**config.mk**
```make
export PLATFORM = sky130hd
export DESIGN_NAME = otter_mem_stage
export DESIGN_NICKNAME = d
export VERILOG_FILES = /design/src/rtl/otter_mem_stage.sv
export SDC_FILE = /design/constraint.sdc
export NUM_CORES = 1
export LEC_CHECK = 0
export CORE_MARGIN = 3
export CORE_UTILIZATION = 44
export DETAILED_ROUTE_END_ITERATION = 16
export GPL_ROUTABILITY_DRIVEN = 0
export GPL_TIMING_DRIVEN = 0
export PLACE_DENSITY = 0.81
export SLEW_MARGIN = 20
export SYNTH_ARGS = -nofsm -noshare
export SYNTH_HDL_FRONTEND = slang
export SYNTH_SLANG_ARGS = --single-unit
```
**constraint.sdc**
```tcl
create_clock -name CLK -period 2.27 [get_ports CLK]
set_input_delay 0.3405 -clock CLK [delete_from_list [all_inputs] [get_ports CLK]]
set_output_delay 0.3405 -clock CLK [all_outputs]
set_load 0.005 [all_outputs]
```
**src/rtl/otter_mem_stage.sv**
```systemverilog
// OTTER MEM-stage load/store unit: single-outstanding req/ack data bus,
// store lane formatting, load extraction/extension, misalign + timeout flags.
//
// Ports:
//   CLK, RST                  clock, sync active-high reset
//   req_valid/req_ready       EX/MEM handshake
//   ALU_RESULT, store_data    effective address, rs2 value
//   mem_we, size, unsigned_ld access type
//   rd_in                     load destination register
//   bus_req/we/addr/wdata/be  registered bus request, held during BUS
//   bus_ack, bus_rdata        bus completion and read word
//   wb_valid, wb_data, wb_rd  one-cycle load writeback
//   misalign, bus_err         one-cycle error pulses
module otter_mem_stage #(
  parameter int unsigned MAX_WAIT = 15
) (
  input  logic        CLK,
  input  logic        RST,
  input  logic        req_valid,
  output logic        req_ready,
  input  logic [31:0] ALU_RESULT,
  input  logic [31:0] store_data,
  input  logic        mem_we,
  input  logic [1:0]  size,
  input  logic        unsigned_ld,
  input  logic [4:0]  rd_in,
  output logic        bus_req,
  output logic        bus_we,
  output logic [31:0] bus_addr,
  output logic [31:0] bus_wdata,
  output logic [3:0]  bus_be,
  input  logic        bus_ack,
  input  logic [31:0] bus_rdata,
  output logic        wb_valid,
  output logic [31:0] wb_data,
  output logic [4:0]  wb_rd,
  output logic        misalign,
  output logic        bus_err
);

  typedef enum logic {IDLE, BUS} state_t;

  state_t      state, state_nx;
  logic        hs;
  logic        mis;
  logic        tmo;
  logic [7:0]  cnt;
  logic [1:0]  ld_size;
  logic        ld_uns;
  logic [1:0]  ld_off;
  logic [4:0]  ld_rd;
  logic [31:0] sh;
  logic [31:0] ld_data;
  logic [3:0]  be_st;
  logic [31:0] wd_st;

  assign req_ready = (state == IDLE) && !RST;
  assign hs        = req_valid && req_ready;

  always_comb begin
    mis = 1'b0;
    unique case (size)
      2'b00:   mis = 1'b0;
      2'b01:   mis = ALU_RESULT[0];
      2'b10:   mis = |ALU_RESULT[1:0];
      default: mis = 1'b1;
    endcase
  end

  // cnt holds completed BUS cycles; the current one is cnt+1.
  assign tmo = (state == BUS) && !bus_ack &&
               ((cnt + 8'd1) == 8'(MAX_WAIT));

  always_comb begin
    state_nx = state;
    unique case (state)
      IDLE: if (hs && !mis) state_nx = BUS;
      BUS:  if (bus_ack || tmo) state_nx = IDLE;
      default: state_nx = IDLE;
    endcase
  end

  always_ff @(posedge CLK) begin
    if (RST) state <= IDLE;
    else     state <= state_nx;
  end

  always_comb begin
    be_st = 4'hF;
    wd_st = store_data;
    unique case (size)
      2'b00: begin
        be_st = 4'b0001 << ALU_RESULT[1:0];
        wd_st = {4{store_data[7:0]}};
      end
      2'b01: begin
        be_st = 4'b0011 << ALU_RESULT[1:0];
        wd_st = {2{store_data[15:0]}};
      end
      default: begin
        be_st = 4'hF;
        wd_st = store_data;
      end
    endcase
  end

  // Word loads are aligned, so ld_off is 0 and sh is the raw word.
  assign sh = bus_rdata >> {ld_off, 3'b000};

  always_comb begin
    ld_data = sh;
    unique case (ld_size)
      2'b00:
        ld_data = ld_uns ? {24'b0, sh[7:0]}
                         : {{24{sh[7]}}, sh[7:0]};
      2'b01:
        ld_data = ld_uns ? {16'b0, sh[15:0]}
                         : {{16{sh[15]}}, sh[15:0]};
      default: ld_data = sh;
    endcase
  end

  always_ff @(posedge CLK) begin
    if (RST) begin
      bus_req   <= 1'b0;
      bus_we    <= 1'b0;
      bus_addr  <= '0;
      bus_wdata <= '0;
      bus_be    <= '0;
      wb_valid  <= 1'b0;
      wb_data   <= '0;
      wb_rd     <= '0;
      misalign  <= 1'b0;
      bus_err   <= 1'b0;
      cnt       <= '0;
      ld_size   <= '0;
      ld_uns    <= 1'b0;
      ld_off    <= '0;
      ld_rd     <= '0;
    end else begin
      wb_valid <= 1'b0;
      misalign <= 1'b0;
      bus_err  <= 1'b0;
      if (hs) begin
        if (mis) begin
          misalign <= 1'b1;
        end else begin
          bus_req   <= 1'b1;
          bus_we    <= mem_we;
          bus_addr  <= {ALU_RESULT[31:2], 2'b00};
          bus_be    <= mem_we ? be_st : 4'hF;
          bus_wdata <= wd_st;
          ld_size   <= size;
          ld_uns    <= unsigned_ld;
          ld_off    <= ALU_RESULT[1:0];
          ld_rd     <= rd_in;
          cnt       <= '0;
        end
      end
      if (state == BUS) begin
        if (bus_ack) begin
          bus_req <= 1'b0;
          if (!bus_we) begin
            wb_valid <= 1'b1;
            wb_data  <= ld_data;
            wb_rd    <= ld_rd;
          end
        end else if (tmo) begin
          bus_req <= 1'b0;
          bus_err <= 1'b1;
        end else begin
          cnt <= cnt + 8'd1;
        end
      end
    end
  end

endmodule

```
==> results.py <==
metrics = {
    "floorplan": {
        "dieWidth_um": 119,
        "rows": 40,
        "ios": 220,
        "die_y_um": 119,
        "coreArea_sq_mm": 0.0122,
        "start_util_pct": 45.7,
        "dieArea_sq_mm": 0.0141,
    },
    "synth": {
        "yosysWarningCount": 0,
        "synth_top_area_share_pct": 45.5,
        "synth_edf_count": 0,
        "avgSynthCellArea_sq_um": 8.10,
        "synth_area_sq_mm": 0.00558,
        "synth-seq-cells": 127,
        "synthArstFlopShare_pct": 0,
        "ys.flop_type": "dfxtp_1",
        "synth_cell_types": 49,
        "syn-instance-count": 689,
        "yosysSeqAreaShare_pct": 45.5,
        "synth_area_leaders": "dfxtp_1, nand2_1, a21oi_1",
        "synth_top_area_cell": "dfxtp_1",
    },
    "power_and_ir_drop": {
        "vdd_drop_max_uv": 507,
        "p_per_area_mw_per_mm2": 685,
        "leakage_nw": 3.02,
    },
    "clock_tree": {
        "root_buffer": "clkbuf_16",
        "h-tree-depth": 4,
        "clkSinkCount": 127,
        "clk_path_buf_depth": 2,
        "numCtsBuffers": 17,
        "clk_pin_slew_ns": 0.06,
        "insertion_delay_ns": 0.42,
        "cts_tree": "yes",
        "cts-hold-fix-buffers": 0,
    },
    "final_layout": {
        "layout-drive-gt1-share_pct": 8.64,
        "fin_nets": 1037,
        "insertedDiodeCount": 0,
        "finalCoreUtilization_pct": 70.3,
        "area_growth_pct": 53.8,
    },
    "place": {
        "hpwl_um": 14000,
        "io_buffers": 217,
        "place_ws_ns": -0.372,
    },
    "sta": {
        "tightest_slew_ns": 0.785,
        "fin_worst_skew_ns": 0.00767,
        "fin_crit_ns": 2.17,
        "setup_viol": 0,
        "slew_headroom_pct": 47.1,
        "whs_ns": 0.453,
        "fin_crit_sh_pct": 95.4,
        "finalHoldViolations": 0,
        "setup_slack_ns": 0.104,
        "maxSlewViolCount": 0,
        "fmax_mhz": 462,
    },
    "flow_run": {
        "drv_cap": 0,
    },
    "worst_hold_path": {
        "hold_path_class": "register to register",
    },
    "global_routing": {
        "grt_max_degree": 17,
        "grt_use_total_pct": 26.7,
        "grt_pass1_wl_um": 29900,
        "grt_pass1_vias": 5776,
        "globalRouteOverflowTotal": 0,
        "antenna_found_initial": 0,
    },
    "critical_path": {
        "start_kind": "primary input",
        "worst-path-buf-inv": 4,
        "path_cells": "clkdlybuf4s50_1 > buf_4 > clkbuf_4 > nor2_1 > clkdlybuf4s50_1",
        "crit_top_cell": "clkdlybuf4s50_1",
        "crit_type": "primary input to output port",
        "cp_max_fo": 10,
        "critical_path.top_delay_family": "buffers and inverters",
        "crit_arrival_ns": 1.83,
        "slowest_delay_ns": 0.51,
        "worst_ep_required_time_ns": 1.93,
        "slowest_stage": "clkdlybuf4s50_1",
        "crit_path_end_kind": "output port",
    },
    "routing": {
        "first_pass_iters": 5,
        "via_count": 5875,
        "drt-wirelength-per-cell_um": 17.0,
        "drc": 0,
        "wl_um": 18800,
        "antenna_left": 0,
        "drt-initial-drc-count": 418,
        "vias_per_cell": 5.31,
    },
    "run_status": {
        "status": "finished, final reports clean",
    },
}
-- Yosys cell counts (2+ instances only) --
library cell and n:
nand4_1 3, a211oi_2 10, inv_1 4, buf_4 4, clkbuf_1 31, buf_1 2
buf_6 2, nand3_1 4, nor3_1 19, a311oi_1 8, mux2_2 8, ha_1 2
a21o_1 2, o211ai_1 19, buf_2 16, a31oi_1 2, o21ai_0 22, and2_1 2
a211oi_1 17, nor2_1 57, or2_2 2, dfxtp_1 127, xor2_1 2, nor2b_1 9
nand2_1 177, nand2b_1 3, mux2i_1 30, a21oi_1 84
-- layout make-up --
class                      count  area [sq um]
fill                        1050          3620
multi-input combinational    502          2770
sequential                   127          2540
timing repair buffer         217          2170
clock buffer                  21           470
buffer                        55           264
tap                          168           210
clock inverter                10           136
inverter                       6          22.5
-- metrics by stage --
stage | instances | TNS [ns] | power (mW) | cell area (sq um)
after floorplan | 690 | 0 | 2.70 | 5590
final | 1106 | 0 | 5.88 | 8590
after global placement | 1075 | -12.87 | 3.14 | 7970
after global routing | 1106 | -0.0153 | 6.09 | 8590
after detailed placement | 1075 | -14.08 | 3.14 | 7970
after CTS | 1106 | 0 | 5.91 | 8580
-- power breakdown --
part / switching (mW) / internal, mW
Combinational: 0.346 / 0.411
Clock: 0.974 / 1.80
Sequential: 0.0449 / 2.31
-- flip-flops by register name (all words and copies together), names as in the netlist, 2 cells and up --
register and count:
bus_addr 30, bus_be 4, bus_wdata 32, cnt 8
ld_off 2, ld_rd 5, ld_size 2, wb_data 32
wb_rd 5
-- layer usage --
layer  vias to the layer above  part of all wire, %  global-route usage, %
met5                         -                    0                      0
met4                         0                  2.6                   10.6
met3                        39                   10                   9.90
met2                       293                   47                   43.9
met1                      2700                   40                   31.5
li1                       2843                    -                      -
-- timing repair --
| item | in CTS | in global routing |
|---|---|---|
| pin swaps | 0 | 0 |
| endpoints found under the setup margin | 1 | 5 |
| buffers inserted | 0 | 0 |
| resized for setup | 4 | 2 |
-- tightest hold or removal path, delay by kind of cell (launching register included) --
family             cells  cell delay, ns
AOI/OAI and AO/OA      1            0.05
DFF                    1            0.30
and+or+nand+nor        1            0.05
-- final timing paths --
path | slack [ns] | depth (start not counted) | from | to
worst min register to register | 0.45 | 2 | wb_data[2] | wb_data[2]
worst max-delay path | 0.10 | 5 | RST | req_ready
worst min-delay path | 0.45 | 2 | wb_data[2] | wb_data[2]
worst max register to register | 0.28 | 5 | state | wb_data[3]
-- cells in the final DEF, fill, tap and decap left out, types with 2 or more instances in the layout --
cell,synthesis,final
clkbuf_1,31,30
o211ai_1,19,19
a21oi_1,84,84
nor2_1,57,57
inv_1,4,4
and2_1,2,2
buf_2,16,16
nand2_1,177,177
buf_6,2,2
or2_2,2,2
clkbuf_16,0,17
nand3_1,4,4
ha_1,2,2
a211oi_1,17,17
clkinvlp_4,0,3
a21o_1,2,2
buf_4,4,5
conb_1,1,2
clkbuf_8,0,3
clkdlybuf4s50_1,0,217
bufinv_16,0,3
dfxtp_1,127,127
mux2i_1,30,30
a311oi_1,8,8
nor3_1,19,19
a31oi_1,2,2
nor2b_1,9,9
xor2_1,2,2
buf_1,2,2
nand4_1,3,3
o21ai_0,22,22
clkinv_2,0,3
a211oi_2,10,10
nand2b_1,3,3
mux2_2,8,8
-- cell families after synthesis --
| family | synth area share (%) |
|---|---|
| and+or+nand+nor | 20.8 |
| AOI/OAI and AO/OA | 20.1 |
| DFF | 45.5 |
| buffers and inverters | 5.00 |
| muxes | 7.60 |
| xor gates and xnor gates | 0.471 |
| adders and majority gates | 0.448 |
| other | 0.0672 |
Power figures use the tool's default switching activity.
